## config.mk

```make
export PLATFORM = sky130hd
export DESIGN_NAME = sync_debounce
export DESIGN_NICKNAME = d
export VERILOG_FILES = /design/src/rtl/sync_debounce_pkg.sv /design/src/rtl/sync_debounce_bit.sv /design/src/rtl/sync_debounce.sv
export SDC_FILE = /design/constraint.sdc
export NUM_CORES = 1
export LEC_CHECK = 0
export BUFFER_PORTS_ARGS = -buffer_cell sky130_fd_sc_hd__buf_4
export CAP_MARGIN = 25
export CORE_ASPECT_RATIO = 1.25
export CORE_MARGIN = 4
export CORE_UTILIZATION = 45
export DETAILED_ROUTE_END_ITERATION = 8
export PLACE_DENSITY_LB_ADDON = 0.08
export RECOVER_POWER = 25
export SKIP_LAST_GASP = 1
export SLEW_MARGIN = 15
export SYNTH_ARGS = -nofsm -noshare
export SYNTH_HDL_FRONTEND = slang
export SYNTH_HIERARCHICAL = 1
export SYNTH_SLANG_ARGS = --single-unit
```

## constraint.sdc

```tcl
create_clock -name clk_i -period 2.7 [get_ports clk_i]
set_clock_uncertainty 0.15 [all_clocks]
set_input_delay 0.405 -clock clk_i [delete_from_list [all_inputs] [get_ports clk_i]]
set_output_delay 0.405 -clock clk_i [all_outputs]
set_load 0.02 [all_outputs]
```

## src/rtl/sync_debounce_pkg.sv

```systemverilog
// Shared types and defaults for the per-bit debounce stage.
// The state encoding is fixed so that the idle state is the reset value of the state flop.
package sync_debounce_pkg;

  typedef enum logic {
    STABLE = 1'b0,
    CHECK  = 1'b1
  } deb_state_t;

  localparam int DEFAULT_CNT_WIDTH = 16;

endpackage

```

## src/rtl/sync_debounce_bit.sv

```systemverilog
// One debounced bit: a stability FSM plus counter, the committed level and its rise/fall pulses.
// commit_o is the combinational commit decision, so the parent can register an aligned change flag.
module sync_debounce_bit
  import sync_debounce_pkg::*;
#(
  parameter int   CNT_WIDTH = DEFAULT_CNT_WIDTH,
  parameter logic RST_VAL   = 1'b0
) (
  input  logic                 clk_i,
  input  logic                 rst_n_i,
  input  logic                 en_i,
  input  logic [CNT_WIDTH-1:0] thr_i,
  input  logic                 dat_i,
  output logic                 dat_o,
  output logic                 rise_o,
  output logic                 fall_o,
  output logic                 commit_o
);

  deb_state_t           state_reg, state_next;
  logic [CNT_WIDTH-1:0] cnt_reg, cnt_next;
  logic                 dat_reg, rise_reg, fall_reg;
  logic                 commit;

  always_comb begin
    state_next = state_reg;
    cnt_next   = cnt_reg;
    commit     = 1'b0;
    if (!en_i) begin
      state_next = STABLE;
      cnt_next   = '0;
    end else begin
      case (state_reg)
        STABLE: begin
          if (dat_i == dat_reg) begin
            cnt_next = '0;
          end else if (thr_i <= CNT_WIDTH'(1)) begin
            commit = 1'b1;
          end else begin
            state_next = CHECK;
            cnt_next   = CNT_WIDTH'(1);
          end
        end
        CHECK: begin
          if (dat_i == dat_reg) begin
            state_next = STABLE;
            cnt_next   = '0;
          end else if (cnt_reg >= thr_i) begin
            // Also covers a threshold lowered below the running count mid-check.
            commit = 1'b1;
          end else begin
            cnt_next = cnt_reg + CNT_WIDTH'(1);
          end
        end
        default: begin
          state_next = STABLE;
          cnt_next   = '0;
        end
      endcase
      if (commit) begin
        state_next = STABLE;
        cnt_next   = '0;
      end
    end
  end

  always_ff @(posedge clk_i or negedge rst_n_i) begin
    if (!rst_n_i) begin
      state_reg <= STABLE;
      cnt_reg   <= '0;
      dat_reg   <= RST_VAL;
      rise_reg  <= 1'b0;
      fall_reg  <= 1'b0;
    end else begin
      state_reg <= state_next;
      cnt_reg   <= cnt_next;
      if (commit) begin
        dat_reg <= dat_i;
      end
      rise_reg <= commit & dat_i;
      fall_reg <= commit & ~dat_i;
    end
  end

  assign dat_o    = dat_reg;
  assign rise_o   = rise_reg;
  assign fall_o   = fall_reg;
  assign commit_o = commit;

endmodule

```

## src/rtl/sync_debounce.sv

```systemverilog
// Per-bit debounce and edge detect for a synchronised bus, with one any-change pulse.
// chg_o is registered from the same commit decisions as rise_o/fall_o so all pulses line up.
module sync_debounce
  import sync_debounce_pkg::*;
#(
  parameter int                    DATA_WIDTH = 1,
  parameter int                    CNT_WIDTH  = DEFAULT_CNT_WIDTH,
  parameter logic [DATA_WIDTH-1:0] RST_VAL    = '0
) (
  input  logic                  clk_i,
  input  logic                  rst_n_i,
  input  logic                  en_i,
  input  logic [CNT_WIDTH-1:0]  thr_i,
  input  logic [DATA_WIDTH-1:0] dat_i,
  output logic [DATA_WIDTH-1:0] dat_o,
  output logic [DATA_WIDTH-1:0] rise_o,
  output logic [DATA_WIDTH-1:0] fall_o,
  output logic                  chg_o
);

  logic [DATA_WIDTH-1:0] commit_vec;
  logic                  chg_reg;

  generate
    for (genvar gi = 0; gi < DATA_WIDTH; gi++) begin : g_bit
      sync_debounce_bit #(
        .CNT_WIDTH (CNT_WIDTH),
        .RST_VAL   (RST_VAL[gi])
      ) u_bit (
        .clk_i    (clk_i),
        .rst_n_i  (rst_n_i),
        .en_i     (en_i),
        .thr_i    (thr_i),
        .dat_i    (dat_i[gi]),
        .dat_o    (dat_o[gi]),
        .rise_o   (rise_o[gi]),
        .fall_o   (fall_o[gi]),
        .commit_o (commit_vec[gi])
      );
    end
  endgenerate

  always_ff @(posedge clk_i or negedge rst_n_i) begin
    if (!rst_n_i) begin
      chg_reg <= 1'b0;
    end else begin
      chg_reg <= |commit_vec;
    end
  end

  assign chg_o = chg_reg;

endmodule
```

==> flow_summary.yaml <==
final_layout:
  largest_register_ffs: 16
  drive_gt1_share_pct: 20.3
  syn2layout_area_growth_pct: 18.5
  nNetsFinal: 215
  finalCoreUtilization_pct: 56.0
  diodes: 0
cts:
  cts_tree: "yes"
  cts_buffers: 3
  post_cts_resized: 0
  cts_setup_buffers: 0
  cts_buffer_depth: 2
  clock-sinks: 21
  cts.clk_slew.worst_paths_ps: 120
  hold_buffers: 1
  cts_root_buffer: "clkbuf_4"
  insertion_delay_ps: 310
  cts.htree.levels: 1
pwr:
  p_leak_nw: 0.794
  pwr_density_cell_nw_per_um2: 424
  irDropWorstVdd_mv: 0.316
worst_hold_path:
  min_from: "dat_i"
  hp-class: "in -> reg"
sta:
  rsz0062_at_grt: "no"
  slew_violations: 0
  tns_ps: 0
  fin_crit_ps: 2290
  max_slew.worst_pin.slew_ps: 1150
  layout_setup_ws_ps: 406
  finalCritPeriodShare_pct: 85.0
  setup_viol_count_final: 0
  fmax_mhz: 436
  hold_violations: 0
  relSlewSlack_pct: 23.2
  hold_ws_ps: 117
yosys:
  syn_inst: 148
  syn_area_um2: 1410
  synth_seq_area_share_pct: 37.4
  synth_fp_nets: 185
  synth_seq_cells: 21
  synth_warnings: 6
  synth_cell_types: 31
  synth.avg_cell_area_um2: 9.49
outcome:
  status: "finished clean"
detailed_routing:
  vias_per_cell: 5.25
  drt_wl_total_um: 2980
  drt_first_pass_iters: 4
  routedWlPerCell_um: 14.0
  ant_nets: 0
  vias: 1118
  drt_iter0_drc: 24
  drc_errors: 0
setup_path:
  cp_cell_sequence: "ha_1, nand2_1, nor4_4, o311ai_4, a211oi_4, mux2_4"
  crit_path_max_fanout: 4
  r2r_start: "g_bit[0].u_bit/cnt_reg[13]$_DFFE_PN0P_"
  required_ps: 2750
  cpPeakStageDelay_ps: 450
  crit_path_end_kind: "flip-flop"
  critPathArrivalTime_ps: 2350
  critPathSlowestCell: "dfrtp_1"
  critPathTopFamily: "compound AO/OA/AOI/OAI gates"
  cp-start-kind: "flip-flop"
  path_class: "reg -> reg"
  cp_num_buf_inv: 0
  startpoint: "g_bit[0].u_bit/cnt_reg[13]$_DFFE_PN0P_"
floorplan:
  die_h_um: 70.5
  initial_utilization_pct: 47.3
  dieArea_um2: 4090
  io_pins: 24
  die_w_um: 58.0
  fp-row-count: 22
  core_um2: 2970
global_routing:
  overflow: 0
  grt_max_degree: 22
  antenna_found_initial: 0
  grt_pass1_wl_um: 5110
  grt_usage_pct: 16.1
  grt_pass1_vias: 1174
place:
  dp.final_hpwl_um: 2370
  dp_slack_ps: 311
  place.port_buffers: 23
  place_congestion: 0.852
job:
  drv_cap: 0
==> worst paths after layout <==
path	cells past startpoint	to	slack [ps]
setup / recovery	6	g_bit[0].u_bit/dat_o$_DFFE_PN0P_	410
min in group asynchronous	2	g_bit[0].u_bit/cnt_reg[12]$_DFFE_PN0P_	680
max in group asynchronous	2	g_bit[0].u_bit/cnt_reg[1]$_DFFE_PN0P_	1040
hold / removal	2	g_bit[0].u_bit/fall_o$_DFF_PN0_	120
setup reg to reg	6	g_bit[0].u_bit/dat_o$_DFFE_PN0P_	410
hold reg to reg	1	g_bit[0].u_bit/cnt_reg[0]$_DFFE_PN0P_	360
==> kinds of logic (layout without fill, tap and decap cells) <==
group           count (synthesis)  in the layout  synth area share, %
buf+inv                        21             50                 5.70
simple gates                   56             56                 21.1
xor+xnor                       15             15                 9.35
mux                             1              1                 1.07
flops                          21             21                 37.4
compound gates                 17             17                 10.2
fa+ha+maj                      17             17                 15.1
==> synthesized netlist by cell type, drive strengths merged <==
cell | count | area [um^2]
nor3 | 4 | 20.0
xnor2 | 8 | 70.1
inv | 20 | 75.1
and4 | 1 | 8.76
o2111ai | 1 | 8.76
nor2 | 21 | 78.8
o311ai | 1 | 26.3
nand4 | 5 | 43.8
a211oi | 2 | 27.5
xor2 | 7 | 61.3
a221oi | 1 | 15.0
dfrtp | 21 | 526
a41oi | 1 | 8.76
buf | 1 | 5.00
nor2b | 1 | 6.26
and3 | 1 | 6.26
a21oi | 7 | 35.0
nand2 | 12 | 47.6
mux2 | 1 | 15.0
o21ai | 3 | 15.0
ha | 17 | 213
and2 | 1 | 6.26
o211ai | 1 | 7.51
nor4 | 6 | 58.8
nand3 | 4 | 20.0
==> cell type report <==
class / instances / area (um^2)
multi-input cells: 106 / 800
inverters: 20 / 75.1
flip-flops and latches: 21 / 526
fillers: 282 / 1310
repair buffers: 26 / 194
well taps: 36 / 45.0
clock buffers: 4 / 26.3
==> layout by cell type (no fill, tap or decap), types with 7 or more instances in the layout <==
cell type and instances:
dfrtp_1 21, xor2_1 7, xnor2_1 8, inv_1 20, a21oi_1 7, nor2_1 21
ha_1 17, buf_4 24, nand2_1 11
==> routing by layer <==
| metal | GRT usage (%) | wire (um) | vias up |
|---|---|---|---|
| met2 | 28.5 | 1560 | 15 |
| li1 | - | - | 563 |
| met1 | 19.2 | 1320 | 536 |
| met5 | 0 | 0 | - |
| met3 | 2.77 | 68 | 4 |
| met4 | 5.15 | 38 | 0 |
==> power breakdown <==
group          internal [mW]  switching [mW]  total (mW)
registers              0.336          0.0232       0.359
logic                 0.0843           0.104       0.189
clock network         0.0577           0.101       0.158
==> through the flow <==
stage / cell area [um^2] / power [mW] / cells
2_1_floorplan: 1410 / 0.475 / 148
3_3_place_gp: 1630 / 0.553 / 208
3_5_place_dp: 1630 / 0.556 / 208
4_1_cts: 1670 / 0.718 / 213
5_1_grt: 1670 / 0.755 / 213
6_report: 1670 / 0.706 / 213
Note: power is estimated with default switching activity, not from simulation.
